===== src/rtl/mem_access_unit.sv =====
// mem_access_unit: memory-stage load/store engine driving a req/ack data bus.
// Stalls the pipeline front while an access is in flight, aligns store data
// onto byte lanes, and extends load data for write-back.
// Optional feature macro: DMEM_TIMEOUT_EN (bus timeout with access-fault codes).

`ifndef XLEN_64b
`define XLEN_64b 2
`endif

module mem_access_unit #(
  parameter int unsigned XLEN           = `XLEN_64b,
  parameter int unsigned TIMEOUT_CYCLES = 255,
  localparam int unsigned W             = 1 << (XLEN + 4),
  localparam int unsigned NB            = W / 8
) (
  input  logic          i_clk,
  input  logic          i_rst,
  input  logic [W-1:0]  i_alu_out_m,
  input  logic [W-1:0]  i_haz_b_m,
  input  logic          i_mem_write_m,
  input  logic [1:0]    i_result_src_m,
  input  logic [2:0]    i_f3_m,
  input  logic          i_store_byte_m,
  input  logic          i_store_half_m,
  output logic          o_stall_m,
  output logic          o_dmem_req,
  output logic          o_dmem_we,
  output logic [W-1:0]  o_dmem_addr,
  output logic [W-1:0]  o_dmem_wdata,
  output logic [NB-1:0] o_dmem_be,
  input  logic          i_dmem_ack,
  input  logic [W-1:0]  i_dmem_rdata,
  output logic [W-1:0]  o_load_data_m,
  output logic          o_load_valid_m,
  output logic [3:0]    o_exception_code_m
);

  localparam int unsigned OFFW = $clog2(NB);

  typedef enum logic [1:0] {
    S_IDLE   = 2'd0,
    S_ACCESS = 2'd1,
    S_DONE   = 2'd2
  } state_t;

  state_t          state_q, state_d;

  logic            op_store, op_load, op_valid, misaligned;
  logic            latch_en, capture;
  logic [1:0]      size;
  logic [OFFW-1:0] off;
  logic [NB-1:0]   size_mask, be_c;
  logic [W-1:0]    wdata_c, lane, ext_c;

  logic [W-1:0]    addr_q, wdata_q;
  logic [NB-1:0]   be_q;
  logic            we_q, load_q;
  logic [2:0]      f3_q;
  logic [OFFW-1:0] off_q;
  logic [W-1:0]    load_data_q;

`ifdef DMEM_TIMEOUT_EN
  localparam int unsigned CNTW = ($clog2(TIMEOUT_CYCLES + 1) > 8) ?
                                 $clog2(TIMEOUT_CYCLES + 1) : 8;
  logic [CNTW-1:0] tmo_cnt_q;
  logic            tmo_q, tmo_d;
`endif

  // Decode the incoming op: kind, size, alignment, lane mask and shifted data.
  always_comb begin
    op_store = i_mem_write_m;
    op_load  = !i_mem_write_m && (i_result_src_m == 2'b01);
    op_valid = op_store || op_load;
    if (i_store_byte_m)      size = 2'd0;
    else if (i_store_half_m) size = 2'd1;
    else                     size = i_f3_m[1:0];
    if ((W == 32) && (size == 2'd3)) size = 2'd2;
    off = i_alu_out_m[OFFW-1:0];
    case (size)
      2'd0: begin misaligned = 1'b0;       size_mask = NB'(1'b1);   end
      2'd1: begin misaligned = off[0];     size_mask = NB'(2'b11);  end
      2'd2: begin misaligned = |off[1:0];  size_mask = NB'(4'hF);   end
      default: begin misaligned = |off;    size_mask = '1;          end
    endcase
    be_c    = NB'(size_mask << off);
    wdata_c = W'(i_haz_b_m << {off, 3'b000});
  end

  // Select the addressed lane of read data and extend it per funct3.
  always_comb begin
    lane = i_dmem_rdata >> {off_q, 3'b000};
    case (f3_q)
      3'b000:  ext_c = W'($signed(lane[7:0]));
      3'b001:  ext_c = W'($signed(lane[15:0]));
      3'b010:  ext_c = W'($signed(lane[31:0]));
      3'b100:  ext_c = W'(lane[7:0]);
      3'b101:  ext_c = W'(lane[15:0]);
      3'b110:  ext_c = W'(lane[31:0]);
      default: ext_c = lane;
    endcase
  end

  // State register.
  always_ff @(posedge i_clk) begin
    if (i_rst) state_q <= S_IDLE;
    else       state_q <= state_d;
  end

  // Next-state logic plus stall, exception and latch/capture strobes.
  always_comb begin
    state_d            = state_q;
    o_stall_m          = 1'b0;
    o_exception_code_m = 4'hF;
    latch_en           = 1'b0;
    capture            = 1'b0;
`ifdef DMEM_TIMEOUT_EN
    tmo_d              = 1'b0;
`endif
    case (state_q)
      S_IDLE: begin
        if (op_valid) begin
          if (misaligned) begin
            o_exception_code_m = op_store ? 4'd6 : 4'd4;
          end else begin
            o_stall_m = 1'b1;
            latch_en  = 1'b1;
            state_d   = S_ACCESS;
          end
        end
      end
      S_ACCESS: begin
        o_stall_m = 1'b1;
        if (i_dmem_ack) begin
          capture = load_q;
          state_d = S_DONE;
        end
`ifdef DMEM_TIMEOUT_EN
        else if (tmo_cnt_q == CNTW'(TIMEOUT_CYCLES - 1)) begin
          tmo_d   = 1'b1;
          state_d = S_DONE;
        end
`endif
      end
      S_DONE: begin
        state_d = S_IDLE;
`ifdef DMEM_TIMEOUT_EN
        if (tmo_q) o_exception_code_m = load_q ? 4'd5 : 4'd7;
`endif
      end
      default: state_d = S_IDLE;
    endcase
  end

  // Latch the bus transaction when an aligned op is accepted.
  always_ff @(posedge i_clk) begin
    if (i_rst) begin
      addr_q  <= '0;
      wdata_q <= '0;
      be_q    <= '0;
      we_q    <= 1'b0;
      load_q  <= 1'b0;
      f3_q    <= 3'b000;
      off_q   <= '0;
    end else if (latch_en) begin
      addr_q  <= {i_alu_out_m[W-1:OFFW], OFFW'(0)};
      wdata_q <= wdata_c;
      be_q    <= be_c;
      we_q    <= op_store;
      load_q  <= op_load;
      f3_q    <= i_f3_m;
      off_q   <= off;
    end
  end

  // Load result register; holds until the next acknowledged load.
  always_ff @(posedge i_clk) begin
    if (i_rst)        load_data_q <= '0;
    else if (capture) load_data_q <= ext_c;
  end

`ifdef DMEM_TIMEOUT_EN
  // Wait-cycle counter and timeout flag for the DONE cycle.
  always_ff @(posedge i_clk) begin
    if (i_rst) begin
      tmo_cnt_q <= '0;
      tmo_q     <= 1'b0;
    end else begin
      tmo_q <= tmo_d;
      if (latch_en)
        tmo_cnt_q <= '0;
      else if ((state_q == S_ACCESS) && !i_dmem_ack)
        tmo_cnt_q <= tmo_cnt_q + CNTW'(1);
    end
  end

  assign o_load_valid_m = (state_q == S_DONE) && load_q && !tmo_q;
`else
  assign o_load_valid_m = (state_q == S_DONE) && load_q;
`endif

  assign o_dmem_req    = (state_q == S_ACCESS);
  assign o_dmem_we     = we_q;
  assign o_dmem_addr   = addr_q;
  assign o_dmem_wdata  = wdata_q;
  assign o_dmem_be     = be_q;
  assign o_load_data_m = load_data_q;

endmodule


===== config.mk =====
export PLATFORM = sky130hd
export DESIGN_NAME = mem_access_unit
export DESIGN_NICKNAME = d
export VERILOG_FILES = /design/src/rtl/mem_access_unit.sv
export SDC_FILE = /design/constraint.sdc
export NUM_CORES = 1
export LEC_CHECK = 0
export BUFFER_PORTS_ARGS = -buffer_cell sky130_fd_sc_hd__buf_2
export CORE_AREA = 2 2 157 159
export CTS_CLUSTER_SIZE = 8
export DETAILED_ROUTE_END_ITERATION = 8
export DIE_AREA = 0 0 159 161
export GPL_ROUTABILITY_DRIVEN = 0
export PLACE_DENSITY = 0.74
export SLEW_MARGIN = 5
export SYNTH_ARGS = -nofsm -noshare
export SYNTH_HDL_FRONTEND = slang
export SYNTH_SLANG_ARGS = --single-unit

===== constraint.sdc =====
create_clock -name i_clk -period 5.1 [get_ports i_clk]
set_input_delay 0.51 -clock i_clk [delete_from_list [all_inputs] [get_ports i_clk]]
set_output_delay 0.51 -clock i_clk [all_outputs]
set_load 0.03 [all_outputs]

==> impl_metrics.ini, run 1 <==
[setup_path]
worstPathRequired_ps = 4590
crit_arrival_ps = 3110
cp-end-kind = primary output
cp_max_fo = 86
max_stage_delay_ps = 720
cp_num_buf_inv = 2
crit_path_top_delay_cell = buf_4
critical_path.cell_chain = buf_4 -> o22ai_1 -> a221oi_4 -> a21o_2 -> nand2b_1 -> buf_2
cp_top_family = compound AO/OA/AOI/OAI gates
start_kind = primary input
worst-setup-path-type = in2out

[yosys]
synth-compound-area-share_pct = 24.2
synth_adder_area_share_pct = 0
synth_top_area_share_pct = 39.4
ys.flop_type = dfxtp_1
muxShareOfSynthArea_pct = 14.6
ys_warn_count = 0
syn_area_per_cell_um2 = 8.42
synth_edf_count = 0
synth_top_family_by_area = compound AO/OA/AOI/OAI gates
synthSimpleGateAreaFrac_pct = 16.3
yosys_register_bits = 207
synth_area_um2 = 10500
ys_seq_area_share_pct = 39.4
netlist_instances = 1250
synth.distinct_cells = 58
yosys.area_share.xor_xnor_pct = 0
yosysTopAreaCell = dfxtp_1
synthTopCellsByArea = dfxtp_1 39%, nand2_1 8.8%, a21oi_1 7.3%
synth_async_sr_flop_share_pct = 0

[global_routing]
grt_pass1_wl_um = 59700
grt_max_degree = 87
track_usage_pct = 29.2
grt-ovfl-total = 0
grt_pass1_vias = 10500
antenna_found_initial = 7

[die]
dieArea_um2 = 25600
initial_core_util_pct = 43.9
ios = 411
die_x_um = 159
rows = 57
fp.dieH_um = 161
core_area_um2 = 24000

[outcome]
status = complete, no violations

[sta]
finalCritPeriodShare_pct = 71.0
fin_crit_ps = 3620
fin_tns_setup_ps = 0
fin_worst_skew_ps = 12.0
slew_headroom_pct = 28.7
drv_slew = 0
hold_violations = 0
fmax_mhz = 276
tightestPinTransition_ps = 1060
rsz0062_at_grt = no
finalSetupViolCount = 0

[route]
drc = 0
wl_um = 39600
routed_via_density = 5.76
drtIter0Drc = 985
vias = 11000
drt.antenna.violating_nets = 0
dr.pass1.iters = 5
wire_per_inst_um = 20.7

[cells_and_area]
area_growth_pct = 26.4
drive_above_1_share_pct = 33.4
fillers = 2208
layout.nets = 1792
seq_area_um2 = 4150
multi_input_area_um2 = 5830
final_util_pct = 55.5

[power_and_ir_drop]
p_leak_nw = 5.90
p_per_area_nw_per_um2 = 331
ir_drop_mv = 0.217

[clock_tree]
clock-sinks = 207
cts_max_level = 1
cts_resized = 0
root_buffer = clkbuf_16
insertion_delay_ps = 540
cts_tree = done
cts_buffer_depth = 3
cts_buffers = 29
clk_pin_slew_ps = 50
cts_setup_buffers = 0
holdBufCountCts = 0

[flow_run]
maxCapViolCount = 0

[hold_path]
min-delay-path-class = in2reg

[place]
port_buffers = 406
hpwlAfterDp_um = 28800
==> Yosys cell counts (all sizes together) (2+ instances only) <==
library cell and number:
or2 4, a22o 26, nor2 63, a32o 2, nand2b 16, nand2 246
mux4 21, clkbuf 42, dfxtp 207, a221o 16, buf 70, and2 5
a21o 3, a2111o 2, o22ai 4, a21oi 158, o21ai 101, and3 5
a211oi 67, o211ai 3, o2bb2ai 2, a311oi 7, mux2 34, nor2b 26
mux2i 68, inv 6, conb 2, nand3 10, nor3 14, nor4 3
==> kinds of logic after synthesis <==
logic type	after synthesis
flip-flops	207
buffers and inverters	118
multiplexers	123
AO/OA/AOI/OAI	403
other	2
AND/OR/NAND/NOR	397
==> tightest hold or removal path: cells and delay by family <==
| kind | cells | cell delay, ps |
|---|---|---|
| AND/OR/NAND/NOR | 1 | 40 |
| AO/OA/AOI/OAI | 1 | 50 |
| buffers and inverters | 1 | 100 |
==> layout by cell type, fill, tap and decap left out, types with 4 or more instances in the layout <==
cell type / synthesis / layout
a221o_1: 16 / 16
inv_1: 4 / 4
a311oi_1: 7 / 7
mux2_2: 34 / 34
mux2i_1: 68 / 68
or2_2: 4 / 4
and2_1: 4 / 4
nand3_1: 10 / 10
buf_2: 43 / 404
o22ai_1: 4 / 4
nor2_1: 60 / 60
a21oi_1: 153 / 153
nor3_1: 12 / 12
dfxtp_1: 207 / 205
a21oi_2: 5 / 4
o21ai_0: 100 / 100
mux4_2: 21 / 21
nand2b_1: 16 / 16
a22o_1: 26 / 26
conb_1: 2 / 4
nor2b_1: 26 / 26
nand2_1: 246 / 246
a211oi_1: 66 / 66
buf_4: 10 / 12
clkbuf_16: 0 / 29
and3_1: 5 / 4
==> per-stage QoR <==
step	instances	area (µm²)	hold slack (ps)	setup slack, ps	power, W
floorplan	1252	10500	504	2810	0.00244
global placement	1882	12600	439	1570	0.00275
detailed placement	1882	12600	445	1510	0.00277
CTS	1913	13300	192	1510	0.00443
global route	1915	13300	204	1300	0.00458
finish	1916	13300	214	1480	0.00441
==> worst paths after layout <==
kind / from / to / slack [ps] / cells past startpoint
hold / removal: i_alu_out_m[59] / o_dmem_addr[59] / 210 / 3
setup reg to reg: off_q[0] / o_load_data_m[33] / 2260 / 6
setup / recovery: i_alu_out_m[1] / o_stall_m / 1480 / 6
hold reg to reg: o_dmem_addr[32] / o_dmem_addr[32] / 450 / 2
==> power by group <==
part | switching (W) | leakage [nW] | internal [W]
combinational | 0.000635 | 3.85 | 0.000336
clock | 0.000667 | 0.363 | 0.000989
sequential | 0.0000673 | 1.69 | 0.00171
total | 0.00137 | 5.90 | 0.00303
==> per-layer routing <==
layer / share of wire, % / wire [µm] / track usage (%) / up-vias
li1: - / - / - / 5137
met1: 37 / 14800 / 33.8 / 5142
met2: 47 / 18800 / 49.8 / 600
met3: 9.0 / 3570 / 6.93 / 148
met4: 6.2 / 2450 / 16.7 / 4
met5: 0.061 / 24 / 0 / -
==> layout make-up <==
type / count / area share [%]
Antenna cell: 3 / 0.0564
Clock buffer: 30 / 5.48
Clock inverter: 1 / 0.0658
Inverter: 6 / 0.169
Multi-Input combinational cell: 927 / 43.8
Sequential cell: 207 / 31.2
Tap cell: 324 / 3.05
Timing Repair Buffer: 418 / 16.2
==> flip-flops by register name, indices dropped and copies added (netlist names) <==
register and count:
o_dmem_wdata 64, o_load_data_m 64, o_dmem_addr 61, o_dmem_be 8, f3_q 3, off_q 3, state_q 2, load_q 1
o_dmem_we 1
Note: power is estimated with default switching activity, not from simulation.
==> run 2: changes to the inputs <==
--- a/config.mk
+++ b/config.mk
@@ -5,13 +5,14 @@
 export SDC_FILE = /design/constraint.sdc
 export NUM_CORES = 1
 export LEC_CHECK = 0
+export ABC_AREA = 1
 export BUFFER_PORTS_ARGS = -buffer_cell sky130_fd_sc_hd__buf_2
-export CORE_AREA = 2 2 157 159
+export CORE_AREA = 2 2 160 162
 export CTS_CLUSTER_SIZE = 8
 export DETAILED_ROUTE_END_ITERATION = 8
-export DIE_AREA = 0 0 159 161
+export DIE_AREA = 0 0 162 164
 export GPL_ROUTABILITY_DRIVEN = 0
-export PLACE_DENSITY = 0.74
+export PLACE_DENSITY = 0.76
 export SLEW_MARGIN = 5
 export SYNTH_ARGS = -nofsm -noshare
 export SYNTH_HDL_FRONTEND = slang
==> constraint.sdc (replaced) <==
create_clock -name i_clk -period 3.59 [get_ports i_clk]
set_input_delay 0.359 -clock i_clk [delete_from_list [all_inputs] [get_ports i_clk]]
set_output_delay 0.359 -clock i_clk [all_outputs]
set_load 0.03 [all_outputs]
==> impl_metrics.ini, run 2 <==
[global_routing]
grt_pass1_vias = 12600
grt-ovfl-total = 0
grt_pass1_wl_um = 65100
antenna_found_initial = 2
grt_max_degree = 90
track_usage_pct = 30.2

[yosys]
synth_edf_count = 0
ys_warn_count = 0
synth.distinct_cells = 28
ys_seq_area_share_pct = 36.1
synth_area_um2 = 11500
syn_area_per_cell_um2 = 6.12
yosys_register_bits = 207
synth.most_common_cell = nand2_1
netlist_instances = 1875
yosysTopAreaCell = dfxtp_1
synthTopCellsByCount = 698 x nand2_1, 211 x nand3_1, 207 x dfxtp_1
ys.flop_type = dfxtp_1
synth_async_sr_flop_share_pct = 0
synth_top_area_share_pct = 36.1
synthTopCellsByArea = dfxtp_1 36%, nand2_1 23%, nand3_1 9.2%

[sta]
tightestPinTransition_ps = 1180
rsz0062_at_grt = no
finalCritPeriodShare_pct = 70.5
fin_worst_skew_ps = 15.8
fmax_mhz = 395
hold_ws_ps = 55.9
fin_tns_setup_ps = 0
drv_slew = 0
slew_headroom_pct = 21.1
finalSetupViolCount = 0
hold_violations = 0
fin_crit_ps = 2530

[die]
fp.dieH_um = 164
rows = 58
dieArea_um2 = 26600
ios = 411
initial_core_util_pct = 46.2
die_x_um = 162
core_area_um2 = 24800

[cells_and_area]
final_common_cell = nand2_1
finalInstanceArea_um2 = 14200
final_util_pct = 57.4
drive_above_1_share_pct = 22.2
layout.cells.most_common_list = 698 x nand2_1, 405 x buf_2, 211 x nand3_1, 205 x dfxtp_1, 183 x a21oi_1
area_growth_pct = 24.1
fillers = 2512
layout.nets = 2387

[setup_path]
cp_max_fo = 29
worstPathRequired_ps = 3230
cp-end-kind = primary output
start_kind = register
crit_arrival_ps = 2170
worst-setup-path-type = reg2out

[outcome]
status = complete, no violations

[clock_tree]
clk_pin_slew_ps = 50
root_buffer = clkbuf_16
holdBufCountCts = 0
cts_buffers = 29
insertion_delay_ps = 550
clock-sinks = 207
cts_setup_buffers = 0
cts_tree = done
cts_max_level = 1
cts_resized = 0
cts_buffer_depth = 3

[route]
drc = 0
drtIter0Drc = 1559
wl_um = 42400
routed_via_density = 5.56
wire_per_inst_um = 16.8
dr.pass1.iters = 6
vias = 14000
drt.antenna.violating_nets = 0

[power_and_ir_drop]
p_per_area_nw_per_um2 = 449
p_leak_nw = 7.26
ir_drop_mv = 0.319
p_total_w = 0.00639

[place]
port_buffers = 406
hpwlAfterDp_um = 30200
place_area_um2 = 13500

[flow_run]
maxCapViolCount = 0

[hold_path]
min-delay-path-class = in2reg
## run 2: cell types whose count changed in the layout (fill, tap and decap cells not counted), sizes merged, moves of 21 or more
cell,before,now
mux2,34,0
mux2i,68,0
nand4,0,65
nand2,246,699
nor2,63,158
inv,7,48
a22o,26,0
a211oi,67,0
mux4,21,0
nand3,10,214
a21oi,158,184
nor2b,26,0
## run 2: logic make-up after synthesis
logic type / synth area share (%)
compound gates: 14.2
flops: 36.1
simple gates: 41.7
buf+inv: 7.91
other cells: 0.0654
## run 2: worst max-delay path, stage by stage (launching register included)
cell and delay [ps]:
dfxtp_1 350, nor2_4 540, nand3_4 360, nand2_1 160
buf_2 210
## run 2: through the flow
step | setup WS, ps | cells
2_1_floorplan | 1440 | 1877
3_3_place_gp | 1170 | 2483
3_5_place_dp | 1060 | 2483
4_1_cts | 1050 | 2514
5_1_grt | 906 | 2516
6_report | 1060 | 2518
## run 2: layout make-up
type                            count  area (µm²)  area share (%)
Timing Repair Buffer              436        2280            16.0
Sequential cell                   207        4150            29.1
Clock buffer                       30         729            5.12
Tap cell                          330         413            2.90
Multi-Input combinational cell   1460        6450            45.3
Antenna cell                        4        10.0          0.0703
Inverter                           50         190            1.33
Clock inverter                      1        20.0           0.141
## run 2: final timing paths
check	startpoint	endpoint	slack (ps)	depth (start not counted)
worst max-delay path	state_q[1]	o_stall_m	1060	4
worst min-delay path	i_alu_out_m[15]	o_dmem_addr[15]	60	3
worst max register to register	off_q[0]	o_load_data_m[40]	1160	10
worst min register to register	o_dmem_addr[62]	o_dmem_addr[62]	460	2
## run 2: layer usage
layer	part of all wire (%)	wire [µm]	track usage, %
met2	46	19300	47.9
met5	0	0	0
met4	4.9	2070	15.1
met3	11	4810	8.91
met1	38	16200	37.5
## run 2: report_power, final
group	internal (W)	switching (W)	leakage, nW
sequential	0.00242	0.0000668	1.69
combinational	0.000446	0.00108	5.21
clock	0.00141	0.000971	0.368
total	0.00428	0.00211	7.26
==> run 3: changes to the inputs <==
--- a/config.mk
+++ b/config.mk
@@ -7,12 +7,11 @@
 export LEC_CHECK = 0
 export ABC_AREA = 1
 export BUFFER_PORTS_ARGS = -buffer_cell sky130_fd_sc_hd__buf_2
-export CORE_AREA = 2 2 160 162
+export CORE_UTILIZATION = 46
 export CTS_CLUSTER_SIZE = 8
 export DETAILED_ROUTE_END_ITERATION = 8
-export DIE_AREA = 0 0 162 164
 export GPL_ROUTABILITY_DRIVEN = 0
-export PLACE_DENSITY = 0.76
+export PLACE_DENSITY = 0.79
 export SLEW_MARGIN = 5
 export SYNTH_ARGS = -nofsm -noshare
 export SYNTH_HDL_FRONTEND = slang
==> constraint.sdc (replaced) <==
create_clock -name i_clk -period 2.2 [get_ports i_clk]
set_input_delay 0.22 -clock i_clk [delete_from_list [all_inputs] [get_ports i_clk]]
set_output_delay 0.22 -clock i_clk [all_outputs]
set_load 0.03 [all_outputs]
==> impl_metrics.ini, run 3 (synthesis results as in run 2) <==
[outcome]
status = complete, no violations

[cells_and_area]
diodes = 0
layout.nets = 2462
area_growth_pct = 30.6
final_common_cell = nand2_1
layout.cells.most_common_list = 698 x nand2_1, 405 x buf_2, 211 x nand3_1, 205 x dfxtp_1, 183 x a21oi_1
drive_above_1_share_pct = 22.0
finalInstanceArea_um2 = 15000

[route]
drt.antenna.violating_nets = 0
wire_per_inst_um = 17.1
met3_length_um = 4730
drtIter0Drc = 1935
wl_um = 44100
highest_layer = met4
dr.pass1.iters = 8
routed_via_density = 5.66
vias = 14600
met1_length_um = 16500
drc = 0
wl_met2_um = 20100

[setup_path]
cp-end-kind = primary output
start_kind = primary input
worst-setup-path-type = in2out
critical_path.cell_chain = dlygate4sd3_1 -> buf_2 -> a21oi_2 -> clkinv_1 -> buf_6 -> nand2_1 -> buf_2
cp_common_cell = buf_2
rrSetupSlack_ps = 150
cp_num_buf_inv = 5
cp_max_fo = 59
cp_top_family = buffers and inverters
crit_arrival_ps = 1920
crit_path_top_delay_cell = dlygate4sd3_1
worstPathRequired_ps = 1980
max_stage_delay_ps = 540

[sta]
tightestPinTransition_ps = 1000
rsz0062_at_grt = no
finalSetupViolCount = 0
fmax_mhz = 468
hold_violations = 0
fin_tns_setup_ps = 0
fin_worst_skew_ps = 27.6
finalCritPeriodShare_pct = 97.1
fin_crit_ps = 2140
drv_slew = 0
slew_headroom_pct = 32.6

[global_routing]
grt_pass1_vias = 13500
grt-ovfl-total = 0
grt_pass1_wl_um = 69700
track_usage_pct = 33.4
antenna_found_initial = 0
grt_max_degree = 78

[flow_run]
maxCapViolCount = 0

[power_and_ir_drop]
p_sw_w = 0.00349
clockPowerShare_pct = 36.6
comb_power_share_pct = 24.8
sw_frac_of_total_pct = 33.1
p_leak_nw = 7.60
power_frac_seq_pct = 38.6
ir_drop_mv = 0.662
p_per_area_nw_per_um2 = 704
p_int_w = 0.00707

[die]
core_area_um2 = 24400
ios = 411
rows = 57
dieArea_um2 = 25600
die_x_um = 160
fp.dieH_um = 160
initial_core_util_pct = 47.1

[clock_tree]
cts_tree = done
clock-sinks = 207
cts_setup_buffers = 0
cts_max_level = 1
cts_buffers = 29
cts_buffer_depth = 3
insertion_delay_ps = 550
clk_pin_slew_ps = 50
root_buffer = clkbuf_16

[place]
hpwlAfterDp_um = 29700
place_area_um2 = 13600
port_buffers = 406

[hold_path]
min-delay-path-class = in2reg
run 3: changes by cell type in the layout (fill, tap and decap cells not counted), sizes merged:
| cell | change |
|---|---|
| diode | -4 |
| buf | +11 |
| clkinv | -1 |
| inv | +1 |
| dlygate4sd3 | +64 |
run 3: power groups by stage:
stage / Clock [W] / Sequential [W] / Combinational, W
detailed placement: 0 / 0.00414 / 0.00246
finish: 0.00386 / 0.00408 / 0.00262
floorplan: 0 / 0.00446 / 0.00134
global placement: 0 / 0.00413 / 0.00242
CTS: 0.00392 / 0.00407 / 0.00255
global route: 0.00405 / 0.00409 / 0.00284
run 3: layer usage:
layer  vias to the layer above  track usage [%]
met3                       193             7.22
met1                      6577             40.5
met2                       946             54.5
met5                         -                0
met4                         0             19.4
li1                       6909                -
run 3: worst paths after layout:
check,cells past startpoint,to,startpoint
setup / recovery,7,o_exception_code_m[3],i_result_src_m[0]
hold / removal,4,load_q,i_result_src_m[1]
setup reg to reg,8,o_load_data_m[18],state_q[0]
hold reg to reg,2,o_dmem_addr[35],o_dmem_addr[35]
run 3: layout make-up:
cell class / count / area [µm²]
Clock buffer: 30 / 729
Clock inverter: 1 / 8.76
Fill cell: 2290 / 9400
Inverter: 50 / 190
Multi-Input combinational cell: 1460 / 6450
Sequential cell: 207 / 4150
Tap cell: 324 / 405
Timing Repair Buffer: 511 / 3060
run 3: worst register-to-register path: stages (launching register included):
cell and delay [ps]:
dfxtp_1 440, inv_2 40, nor2_1 220, inv_2 100
nor3_4 240, buf_12 280, buf_4 320, o21ai_0 130
a21oi_1 180
run 3: per-stage QoR:
stage	setup slack [ps]	instances	power (W)	util [%]	hold slack (ps)
after global routing	15.0	2583	0.0110	61.5	30.0
after global placement	182	2488	0.00656	55.8	445
after detailed placement	168	2488	0.00659	55.8	452
after floorplan	331	1877	0.00580	-	363
final	64.9	2583	0.0106	61.5	22.4
after CTS	10.0	2583	0.0105	61.5	2.28
run 3: repair_timing:
| item | in CTS | in global routing |
|---|---|---|
| hold buffers | 64 | 0 |
| gates resized for setup | 0 | 1 |
| endpoints found under the setup margin | 0 | 3 |
| hold endpoints to repair | 65 | 0 |
